<file path="config.mk">
export PLATFORM = sky130hd
export DESIGN_NAME = timing_decode_unit_flat
export DESIGN_NICKNAME = d
export VERILOG_FILES = /design/src/rtl/timing_decode_unit_if.sv /design/src/rtl/timing_decode_unit.sv /design/src/flat_wrapper.sv
export SDC_FILE = /design/constraint.sdc
export NUM_CORES = 1
export LEC_CHECK = 0
export CAP_MARGIN = 20
export CORE_MARGIN = 3
export CORE_UTILIZATION = 37
export CTS_CLUSTER_DIAMETER = 50
export DETAILED_ROUTE_END_ITERATION = 12
export PLACE_DENSITY = 0.81
export SYNTH_ARGS = -nofsm -noshare
export SYNTH_HDL_FRONTEND = slang
export SYNTH_SLANG_ARGS = --single-unit
export TNS_END_PERCENT = 100
</file>
<file path="constraint.sdc">
create_clock -name clk -period 1.2 [get_ports clk]
set_input_delay 0.12 -clock clk [delete_from_list [all_inputs] [get_ports clk]]
set_output_delay 0.12 -clock clk [all_outputs]
set_load 0.005 [all_outputs]
</file>
<file path="src/rtl/timing_decode_unit_if.sv">
// T/D/I/B control interface between the timing/decode unit and the control logic.
// The control logic drives run/LDIR/CLRSC/bus; the unit returns timing and decode.
interface timing_decode_unit_if #(
    parameter int unsigned CNT_WIDTH = 16
);
    logic                 run;
    logic                 ld_ir;
    logic                 clr_sc;
    logic [15:0]          bus_in;
    logic [7:0]           T;
    logic [7:0]           D;
    logic                 I;
    logic [7:0]           B;
    logic [15:0]          ir;
    logic [CNT_WIDTH-1:0] instr_cnt;
    logic                 sc_overrun;

    modport master (
        output run, ld_ir, clr_sc, bus_in,
        input  T, D, I, B, ir, instr_cnt, sc_overrun
    );

    modport slave (
        input  run, ld_ir, clr_sc, bus_in,
        output T, D, I, B, ir, instr_cnt, sc_overrun
    );
endinterface

</file>
<file path="src/rtl/timing_decode_unit.sv">
// Sequence counter and instruction register with one-hot timing/opcode decode,
// run/halt gating, retired-instruction counter and sticky SC-overrun flag.
module timing_decode_unit #(
    parameter int unsigned CNT_WIDTH = 16,
    parameter logic [15:0] IR_RESET  = 16'h0000
) (
    input logic                  clk,
    input logic                  rst_n,
    timing_decode_unit_if.slave  tdu
);
    logic [2:0]           sc_q, sc_d;
    logic [15:0]          ir_q, ir_d;
    logic [CNT_WIDTH-1:0] cnt_q, cnt_d;
    logic                 ovr_q, ovr_d;

    always_ff @(posedge clk or negedge rst_n) begin
        if (!rst_n) begin
            sc_q  <= 3'd0;
            ir_q  <= IR_RESET;
            cnt_q <= '0;
            ovr_q <= 1'b0;
        end else begin
            sc_q  <= sc_d;
            ir_q  <= ir_d;
            cnt_q <= cnt_d;
            ovr_q <= ovr_d;
        end
    end

    // Halt freezes all state; clear wins over increment; LDIR is independent of CLRSC.
    always_comb begin
        sc_d  = sc_q;
        ir_d  = ir_q;
        cnt_d = cnt_q;
        ovr_d = ovr_q;
        if (tdu.run) begin
            if (tdu.ld_ir) begin
                ir_d = tdu.bus_in;
            end
            if (tdu.clr_sc) begin
                sc_d  = 3'd0;
                cnt_d = cnt_q + {{(CNT_WIDTH-1){1'b0}}, 1'b1};
            end else begin
                sc_d = sc_q + 3'd1;
                if (sc_q == 3'd7) begin
                    ovr_d = 1'b1;
                end
            end
        end
    end

    always_comb begin
        tdu.T          = 8'h01 << sc_q;
        tdu.D          = 8'h01 << ir_q[14:12];
        tdu.I          = ir_q[15];
        tdu.B          = {ir_q[10], ir_q[8], ir_q[6], ir_q[4],
                          ir_q[11], ir_q[9], ir_q[7], ir_q[5]};
        tdu.ir         = ir_q;
        tdu.instr_cnt  = cnt_q;
        tdu.sc_overrun = ovr_q;
    end
endmodule

</file>
<file path="src/flat_wrapper.sv">
// flat-port wrapper written by rule: the top's interface ports become plain ports
module timing_decode_unit_flat 
#(
    parameter int unsigned CNT_WIDTH = 16,
    parameter logic [15:0] IR_RESET  = 16'h0000
)
  (clk, rst_n, tdu_run, tdu_ld_ir, tdu_clr_sc, tdu_bus_in, tdu_T, tdu_D, tdu_I, tdu_B, tdu_ir, tdu_instr_cnt, tdu_sc_overrun);
  timing_decode_unit_if #(.CNT_WIDTH(CNT_WIDTH)) tdu_i ();
  input logic clk;
  input logic rst_n;
  input wire logic [$bits(tdu_i.run)-1:0] tdu_run;
  input wire logic [$bits(tdu_i.ld_ir)-1:0] tdu_ld_ir;
  input wire logic [$bits(tdu_i.clr_sc)-1:0] tdu_clr_sc;
  input wire logic [$bits(tdu_i.bus_in)-1:0] tdu_bus_in;
  output wire logic [$bits(tdu_i.T)-1:0] tdu_T;
  output wire logic [$bits(tdu_i.D)-1:0] tdu_D;
  output wire logic [$bits(tdu_i.I)-1:0] tdu_I;
  output wire logic [$bits(tdu_i.B)-1:0] tdu_B;
  output wire logic [$bits(tdu_i.ir)-1:0] tdu_ir;
  output wire logic [$bits(tdu_i.instr_cnt)-1:0] tdu_instr_cnt;
  output wire logic [$bits(tdu_i.sc_overrun)-1:0] tdu_sc_overrun;
  assign tdu_i.run = tdu_run;
  assign tdu_i.ld_ir = tdu_ld_ir;
  assign tdu_i.clr_sc = tdu_clr_sc;
  assign tdu_i.bus_in = tdu_bus_in;
  assign tdu_T = tdu_i.T;
  assign tdu_D = tdu_i.D;
  assign tdu_I = tdu_i.I;
  assign tdu_B = tdu_i.B;
  assign tdu_ir = tdu_i.ir;
  assign tdu_instr_cnt = tdu_i.instr_cnt;
  assign tdu_sc_overrun = tdu_i.sc_overrun;
  timing_decode_unit #(.CNT_WIDTH(CNT_WIDTH), .IR_RESET(IR_RESET)) u_core (.clk(clk), .rst_n(rst_n), .tdu(tdu_i));
endmodule
</file>
==> flow_summary.toml <==
[outcome]
status = "finished, violations left"
violations = "negative setup slack"

[sta]
hold_violations = 0
slew_viol_final = 0
finalWorstSetupSlack_ns = -0.175
setup_viol = 21
worst_slew_pin_slew_ns = 0.460
period_minus_slack_ns = 1.38
maxSlewHeadroom = 0.693
fin_skew_ns = 0.00362
rsz0062_at_grt = "true"
setup_tns_ns = -2.32
post-route-period-util = 1.15
max_freq_ghz = 0.727

[worst_setup_path]
path_class = "reg2out"
cp_max_fo = 3
worst_setup_path_end_kind = "primary output"
start_kind = "flop"
crit_required_ns = 1.08
cp.arrival_ns = 1.26

[final_layout]
final_net_count = 296
stdcell_count = 320
syn_to_final_growth_pct = 89.3
drive_gt1_frac = 0.526
diodes = 0
final_core_util = 0.730

[floorplan]
coreArea_sq_um = 4410
start_util = 0.386
row_count = 24
fp.dieH_microns = 73.8
die_w_microns = 73.8
dieArea_sq_um = 5450
io_pins = 79

[cts]
clk_pin_slew_worst_paths_ns = 0.07
cts-root-buf = "clkbuf_8"
htreeDepth = 2
cts_tree = "done"
cts.sinks = 36
clock_path_buffers = 2
cts_inserted_buffers = 5
clock_latency_ns = 0.27

[routing]
postRouteAntennaNets = 0
wire_per_inst_microns = 14.9
vias = 1515
totalWireLength_mm = 4.75
first_iter_violations = 13
drcViolationCount = 0
drt-vias-per-instance = 4.73
dr.pass1.iters = 4

[grt]
first_global_vias = 1515
gr-total-overflow = 0
antenna_found_initial = 0
track_usage = 0.170
grt_max_degree = 37
grt_first_pass_wirelength_mm = 7.18

[logic_synthesis]
synthCells = 138
synth_warnings = 0
syn-num-nets = 166
synth.distinct_cells = 30
synth_area_per_cell_sq_um = 12.3
netlist_area_sq_um = 1700
yosysSeqAreaShare = 0.529
synth_seq_cells = 36

[placed_design]
numPlacedInstances = 277
io_buffers = 78
place_congestion = 0.763
hpwl_mm = 2.86

[flow_run]
maxCapViolCount = 0

[power]
pwr_density_cell_nw_per_um2 = 1250
p_leak_nw = 1.55
peakVddDrop_mv = 1.08

[worst_hold_path]
hold_class = "in2async"
[power breakdown]
part / internal, W / switching (W) / leakage (nW) / total, W
registers: 0.00141 / 0.000151 / 0.450 / 0.00156
clock network: 0.000394 / 0.000384 / 0.0410 / 0.000779
logic: 0.00106 / 0.000640 / 1.06 / 0.00170
[synthesized netlist by cell type (all sizes together)]
cell type	number	area, sq um
dfrtp	36	901
mux2	17	191
xnor2	14	123
buf	11	83.8
nand2	9	36.3
ha	7	87.6
nand3	7	35.0
and4	4	40.0
nor2b	4	25.0
and2	3	18.8
and3	3	18.8
clkbuf	3	11.3
inv	3	11.3
nand4	3	25.0
nor2	3	13.8
nor3b	3	22.5
a21o	1	7.51
and3b	1	8.76
mux2i	1	10.0
nor3	1	5.00
o21ai	1	5.00
o22ai	1	6.26
or2b	1	7.51
xor2	1	8.76
[path summary, 6_finish.rpt]
kind / start / end / slack, ns / depth (start not counted)
worst min register to register: u_core.tdu.sc_overrun / u_core.tdu.sc_overrun / 0.46 / 1
worst max register to register: u_core.tdu.instr_cnt[0] / u_core.tdu.instr_cnt[12] / -0.16 / 5
max in group asynchronous: rst_n / u_core.sc_q[2] / 0.43 / 3
worst min-delay path: rst_n / u_core.tdu.ir[15] / 0.42 / 3
min in group clk: tdu_bus_in[2] / u_core.tdu.ir[2] / 0.46 / 2
worst max-delay path: u_core.sc_q[0] / tdu_T[7] / -0.18 / 4
[what timing repair did]
action | 4_1_cts | 5_1_grt
resized for setup | 148 | 58
buffers inserted | 32 | 11
hold endpoints to repair | 36 | 0
pin swaps | 11 | 23
endpoints found under the setup margin | 66 | 39
hold buffers | 1 | 0
[metrics by stage]
step	total power (W)	setup slack [ns]	hold WS, ns	instance area, sq um
after detailed placement	0.00290	-0.256	0.188	2640
after global placement	0.00286	-0.230	0.186	2640
after floorplan	0.00203	-0.148	-0.176	1710
after global routing	0.00429	-0.216	0.454	3220
final	0.00404	-0.175	0.420	3220
after CTS	0.00374	-0.200	0.432	3010
[sequential cells by signal (all words and copies together), names as in the netlist]
| name | cells |
|---|---|
| u_core.tdu.sc_overrun | 1 |
| u_core.tdu.ir | 16 |
| u_core.sc_q | 3 |
| u_core.tdu.instr_cnt | 16 |
[worst max-delay path, stage by stage (launching register included)]
cell	delay, ns
dfrtp_1	0.42
buf_6	0.14
ha_4	0.17
ha_4	0.16
buf_6	0.11
[cell families after synthesis]
kind of cell / share of synthesized area
xor gates and xnor gates: 0.0772
AOI/OAI and AO/OA: 0.0110
and+or+nand+nor: 0.151
DFF: 0.529
buffers and inverters: 0.0624
muxes: 0.118
adders and majority gates: 0.0514
[area by class of cell]
type	instances	area, sq um
Sequential cell	36	906
Clock inverter	1	5.00
Fill cell	314	1190
Inverter	3	16.3
Clock buffer	6	72.6
Multi-Input combinational cell	85	926
Tap cell	52	65.1
Timing Repair Buffer	137	1230
[cell usage in the layout, fill, tap and decap left out, drive strengths merged, types with 7 or more instances in the layout]
master         netlist  final
dlygate4sd2          0     31
clkdlybuf4s50        0     19
ha                   7      7
nand2                9      9
buf                 11     76
mux2                17     17
clkdlybuf4s15        0     10
xnor2               14     14
dfrtp               36     36
nand3                7      7
[per-layer routing]
layer	GRT usage	wire, microns	share of wire
met5	0	0	0
met1	0.197	1850	0.39
met3	0.0397	210	0.044
met4	0.0423	36	0.0076
met2	0.314	2660	0.56
No activity file was read; power rests on OpenSTA's default activity.
